<file path="config.mk">
export PLATFORM = sky130hd
export DESIGN_NAME = sram_ro_axi_bridge
export DESIGN_NICKNAME = d
export VERILOG_FILES = /design/src/rtl/sram_ro_axi_bridge.sv
export SDC_FILE = /design/constraint.sdc
export NUM_CORES = 1
export LEC_CHECK = 0
export BUFFER_PORTS_ARGS = -buffer_cell sky130_fd_sc_hd__buf_2
export CORE_ASPECT_RATIO = 0.7
export CORE_MARGIN = 8
export CORE_UTILIZATION = 45
export DETAILED_ROUTE_END_ITERATION = 10
export PLACE_DENSITY = 0.8
export RECOVER_POWER = 25
export SLEW_MARGIN = 10
export SYNTH_ARGS = -nofsm -noshare
export SYNTH_HDL_FRONTEND = slang
export SYNTH_SLANG_ARGS = --single-unit
</file>
<file path="constraint.sdc">
create_clock -name clk -period 2.1 [get_ports clk]
set_clock_uncertainty 0.15 [all_clocks]
set_input_delay 0.63 -clock clk [delete_from_list [all_inputs] [get_ports clk]]
set_output_delay 0.63 -clock clk [all_outputs]
set_load 0.05 [all_outputs]
</file>
<file path="src/rtl/sram_ro_axi_bridge.sv">
// Read-only SRAM-style request responder: one burst at a time, issued as a single
// AXI AR transaction, with R beats streamed back as per-beat strobes.
module sram_ro_axi_bridge #(
  parameter logic [3:0] AXI_ID = 4'd0,
  parameter logic [1:0] BURST  = 2'b01
) (
  input  logic        clk,
  input  logic        rst,
  input  logic        sram_req,
  input  logic [31:0] sram_addr,
  input  logic [3:0]  sram_len,
  input  logic [2:0]  sram_size,
  output logic        sram_addr_ok,
  output logic [31:0] sram_rdata,
  output logic        sram_rvalid,
  output logic        sram_data_ok,
  output logic [3:0]  axi_arid,
  output logic [31:0] axi_araddr,
  output logic [3:0]  axi_arlen,
  output logic [2:0]  axi_arsize,
  output logic [1:0]  axi_arburst,
  output logic [1:0]  axi_arlock,
  output logic [3:0]  axi_arcache,
  output logic [2:0]  axi_arprot,
  output logic        axi_arvalid,
  input  logic        axi_arready,
  input  logic [3:0]  axi_rid,
  input  logic [31:0] axi_rdata,
  input  logic [1:0]  axi_rresp,
  input  logic        axi_rlast,
  input  logic        axi_rvalid,
  output logic        axi_rready
);

  typedef enum logic [1:0] {
    ST_IDLE = 2'd0,
    ST_AR   = 2'd1,
    ST_R    = 2'd2
  } state_t;

  state_t      state_r;
  state_t      state_nxt_s;
  logic [31:0] addr_r;
  logic [3:0]  len_r;
  logic [2:0]  size_r;
  logic [3:0]  cnt_r;
  logic [31:0] rdata_r;
  logic        rvalid_r;
  logic        data_ok_r;
  logic        arvalid_s;
  logic        rready_s;
  logic        beat_s;
  logic        last_s;

  // rid and rresp are deliberately ignored: data is forwarded regardless of response.
  logic        unused_s;
  assign unused_s = ^{axi_rid, axi_rresp};

  // Next-state and handshake decode.
  always_comb begin
    state_nxt_s = state_r;
    arvalid_s   = 1'b0;
    rready_s    = 1'b0;
    case (state_r)
      ST_IDLE: begin
        if (sram_req) begin
          state_nxt_s = ST_AR;
        end else begin
          state_nxt_s = ST_IDLE;
        end
      end
      ST_AR: begin
        arvalid_s = 1'b1;
        if (axi_arready) begin
          state_nxt_s = ST_R;
        end else begin
          state_nxt_s = ST_AR;
        end
      end
      ST_R: begin
        rready_s = 1'b1;
        if (last_s) begin
          state_nxt_s = ST_IDLE;
        end else begin
          state_nxt_s = ST_R;
        end
      end
      default: begin
        state_nxt_s = ST_IDLE;
      end
    endcase
  end

  // A beat at the latched length ends the burst even if rlast never shows up.
  assign beat_s = axi_rvalid & rready_s;
  assign last_s = beat_s & (axi_rlast | (cnt_r == len_r));

  // FSM state register.
  always_ff @(posedge clk or negedge rst) begin
    if (!rst) begin
      state_r <= ST_IDLE;
    end else begin
      state_r <= state_nxt_s;
    end
  end

  // Request capture, held stable for the whole AR phase.
  always_ff @(posedge clk or negedge rst) begin
    if (!rst) begin
      addr_r <= 32'd0;
      len_r  <= 4'd0;
      size_r <= 3'd0;
    end else if (state_r == ST_IDLE && sram_req) begin
      addr_r <= sram_addr;
      len_r  <= sram_len;
      size_r <= sram_size;
    end
  end

  // Beat counter, cleared whenever idle.
  always_ff @(posedge clk or negedge rst) begin
    if (!rst) begin
      cnt_r <= 4'd0;
    end else if (state_r == ST_IDLE) begin
      cnt_r <= 4'd0;
    end else if (beat_s) begin
      cnt_r <= cnt_r + 4'd1;
    end
  end

  // Registered return path: one-cycle latency, full throughput.
  always_ff @(posedge clk or negedge rst) begin
    if (!rst) begin
      rdata_r   <= 32'd0;
      rvalid_r  <= 1'b0;
      data_ok_r <= 1'b0;
    end else begin
      rvalid_r  <= beat_s;
      data_ok_r <= last_s;
      if (beat_s) begin
        rdata_r <= axi_rdata;
      end
    end
  end

  assign sram_addr_ok = arvalid_s & axi_arready;
  assign sram_rdata   = rdata_r;
  assign sram_rvalid  = rvalid_r;
  assign sram_data_ok = data_ok_r;
  assign axi_arid     = AXI_ID;
  assign axi_araddr   = addr_r;
  assign axi_arlen    = len_r;
  assign axi_arsize   = size_r;
  assign axi_arburst  = BURST;
  assign axi_arlock   = 2'd0;
  assign axi_arcache  = 4'd0;
  assign axi_arprot   = 3'd0;
  assign axi_arvalid  = arvalid_s;
  assign axi_rready   = rready_s;

endmodule

</file>
======== Yosys cells after proc, flatten, opt, wreduce, memory -nomap -nowiden ========
Index checks and enable logic that the tools add are counted.
cells by class
  add/sub/neg operators ................... 1
  multipliers ............................. 0
  divide/modulo/power cells ............... 0
  $lt $le $gt $ge ......................... 0
  equality and inequality tests ........... 3
  shift operators ......................... 0
  mux-type cells .......................... 8
  bitwise logic cells ..................... 4
  reduce and logical (&&, ||, !) cells .... 3
operator list
  operator                                             count
  2-to-1 mux 4 bit                                     2
  case mux 2 bit (3 select lines)                      1
  adder 4 x 1 -> 4 bit, second input constant          1
  equality test 4 bit                                  1
  2-to-1 mux 2 bit                                     2
  AND 1 bit                                            3
  2-to-1 mux 1 bit                                     3
  equality test 2 x 1 -> 1 bit, second input constant  1
  equality test 2 bit, second input constant           1
  logical NOT 2 bit                                    1
  nonzero test 2 bit                                   1
  logical AND 1 bit                                    1
  bitwise OR 1 bit                                     1
storage, ports and cells
  flip-flop bits (word level) ............. 79
  latch bits .............................. 0
  bits in writable memories ............... 0
  ROM bits ................................ 0
  input port bits ......................... 83
  memories kept ........................... 0

======== Longest topological paths before layout ========
  depth after elaboration ................. 6
  depth in mapped cells ................... 5
  mapped depth without buffers ............ 4

======== Least setup slack after synthesis ========
Ideal clock, no wire load.
  path type ............................... register to output
  start ................................... register state_r[1]
  end ..................................... output sram_addr_ok
  arrival ................................. 1.720 ns
  data required time ...................... 1.320 ns
  setup slack ............................. -0.400 ns
  cell stages (with the launch flop) ...... 3
  buffers on the path ..................... 0
  path through ............................ dfrtp_1 -> nor2b_1 -> and2_1
on the way
  cells in the longest elaborated chain, start to end .. 3
ends and longest elaborated chain
  item                          line  RTL
  start: declaration            41    state_t state_r;
  start signal: assignment      103   state_r <= state_nxt_s;
  equality test 2 x 1 -> 1 bit  64    case (state_r)
  2-to-1 mux 1 bit              64
  net axi_arvalid               25    output logic axi_arvalid,
  AND 1 bit                     146   assign sram_addr_ok = arvalid_s & axi_arready;
  end: declaration              13    output logic sram_addr_ok,
The timed path passes the listed nets, and every way through them passes these cells.

======== Worst setup path after layout ========
  start ................................... register state_r[1]
  end ..................................... output sram_addr_ok
on the way
  cells in the longest elaborated chain, start to end .. 3
ends and longest elaborated chain
  item                          line
  equality test 2 x 1 -> 1 bit  64
  2-to-1 mux 1 bit              64
  AND 1 bit                     146
No other way between the ends.

==> results.json <==
{
  "seq_area_frac_synth_pct": 59.44,
  "grt_start_max_net_pins": 41,
  "synth_flop_cell": "dfrtp_1",
  "status": "completed",
  "max_freq_ghz": 0.4930,
  "antenna_found_initial": 0,
  "cts_sinks": 79,
  "io_buffers": 152,
  "vias": 2180,
  "setup_tns_ps": 0,
  "avgSynthCellArea_um2": 15.99,
  "critPathArrivalTime_ps": 1250,
  "crit_path_end_kind": "output port",
  "clock_tree.buffer_depth": 2,
  "drv_cap": 0,
  "yosysTopAreaCell": "dfrtp_1",
  "grt_pass1_vias": 2501,
  "h-tree-depth": 3,
  "grt_pass1_wl_um": 12590,
  "relSlewSlack_pct": 10.06,
  "yosysUniqueCellTypes": 24,
  "critPathKind": "register to output port",
  "setup_viol": 0,
  "startpoint_type": "register",
  "async_reset_ff_share_pct": 100.0,
  "final_common_cell": "buf_2",
  "die_h_um": 87.93,
  "dp_hpwl_um": 5932,
  "cts_hold_buf": 0,
  "yosys-top-cells-area": "dfrtp_1, mux2_4, mux2_2, buf_4, buf_6",
  "track_usage_pct": 15.17,
  "core_area_um2": 7222,
  "fill_cells": 587,
  "antenna_cells": 0,
  "layout_common_cells": "buf_2, dfrtp_1, mux2_4",
  "syn-cell-area_um2": 3326,
  "layout-drive-gt1-share_pct": 66.94,
  "min_period_over_period_pct": 96.59,
  "worst_slew_pin_slew_ps": 1349,
  "nNetsFinal": 451,
  "ys_ff_latch": 79,
  "fp.dieW_um": 118.8,
  "postSynthCellCount": 208,
  "cts-buffers-inserted": 9,
  "root_buffer": "clkbuf_8",
  "via_per_inst": 4.638,
  "hold_path_class": "register to register",
  "final.min_clock_period_ps": 2028,
  "gp_congestion": 0.7238,
  "first_pass_iters": 4,
  "rows": 26,
  "synth-edff-count": 0,
  "drt_iter0_markers": 73,
  "hold_viol": 0,
  "ant_nets": 0,
  "ys.warnings.count": 0,
  "overflow": 0,
  "maxSlewViolCount": 0,
  "routed_wl_um": 7803,
  "cts_tree": "yes",
  "drcViolationCount": 0,
  "wl_per_cell_um": 16.60,
  "crit_fanout": 3,
  "crit_required_ps": 1320,
  "synth_top_area_share_pct": 59.44,
  "initial_utilization_pct": 46.05,
  "design.die.area_um2": 10440,
  "clkSlewWorstSetupHoldPaths_ps": 80,
  "synthToLayoutAreaGrowth_pct": 32.13,
  "grt_setup_unrepaired": "no",
  "io_pins": 174,
  "clk_latency_ps": 340
}
layout make-up:
cell class	instances	area (um2)	share of cell area (%)
Sequential cell	79	1978	45.02
Multi-Input combinational cell	114	1206	27.45
Timing Repair Buffer	159	859.6	19.56
Clock buffer	10	127.6	2.904
Tap cell	98	122.6	2.790
Clock inverter	6	85.08	1.936
Inverter	4	15.01	0.3417
cells by family (layout without fill, tap and decap cells):
kind of cell,Yosys count,after routing,synth area share [%]
flops,79,79,59.44
compound gates,8,8,1.618
mux,71,71,28.44
simple gates,14,14,2.633
xor+xnor,5,5,1.317
buf+inv,28,179,5.944
fa+ha+maj,1,1,0.3762
other cells,2,15,0.2258
final timing paths:
kind	from	endpoint	slack (ps)	cells past startpoint
worst min register to register	sram_rdata[27]	sram_rdata[27]	350	1
min in group asynchronous	rst	state_r[0]	430	1
max in group asynchronous	rst	sram_rdata[31]	450	2
worst max register to register	state_r[1]	axi_araddr[0]	260	5
worst max-delay path	state_r[1]	sram_addr_ok	70	3
worst min-delay path	sram_rdata[27]	sram_rdata[27]	350	1
worst max-delay path, stage by stage, from the launching register on:
cell and delay (ps):
dfrtp_2 430, nor2b_2 150, and2_4 180, buf_8 140
layer usage:
| layer | track usage [%] | part of all wire [%] | vias to the layer above | wire length (um) |
|---|---|---|---|---|
| li1 | - | - | 1003 | - |
| met2 | 24.08 | 47 | 100 | 3651 |
| met5 | 0 | 0 | - | 0 |
| met4 | 4.800 | 0.77 | 0 | 60 |
| met3 | 8.500 | 10 | 7 | 816 |
| met1 | 17.24 | 42 | 1070 | 3275 |
state kept, by name (all words and copies together) (netlist names):
register,flops
axi_araddr,32
axi_arlen,4
axi_arsize,3
cnt_r,4
sram_data_ok,1
sram_rdata,32
sram_rvalid,1
state_r,2
stage by stage:
| step | cells | area (um2) | setup slack (ps) | utilization [%] | hold WS (ps) |
|---|---|---|---|---|---|
| final | 470 | 4394 | 71.53 | 60.85 | 352.9 |
| after global routing | 470 | 4394 | 5.324 | 60.85 | 327.0 |
| after CTS | 470 | 4393 | 26.04 | 60.83 | 20.39 |
| after detailed placement | 452 | 4158 | 192.9 | 57.57 | 337.1 |
| after global placement | 452 | 4158 | 193.3 | 57.57 | 332.2 |
| after floorplan | 221 | 3378 | 14.14 | - | 184.4 |
synth_stat cells (2+ instances only):
| cell type | number |
|---|---|
| and2_1 | 2 |
| dfrtp_1 | 79 |
| buf_4 | 15 |
| buf_2 | 5 |
| conb_1 | 2 |
| nor2b_1 | 2 |
| mux2_4 | 39 |
| nand3b_1 | 3 |
| buf_6 | 4 |
| o21ai_0 | 3 |
| mux2_2 | 32 |
| xnor2_1 | 4 |
| inv_1 | 4 |
| a41oi_1 | 2 |
| nor2_1 | 3 |
what timing repair did:
item	CTS	global route
endpoints found under the setup margin	2	1
buffers inserted	2	0
hold endpoints to repair	0	0
pin swaps	0	0
resized for setup	3	2
Power is left out: the tool's default activity adds up to more than one toggle a clock period on the data nets, which glitch-free logic cannot reach.
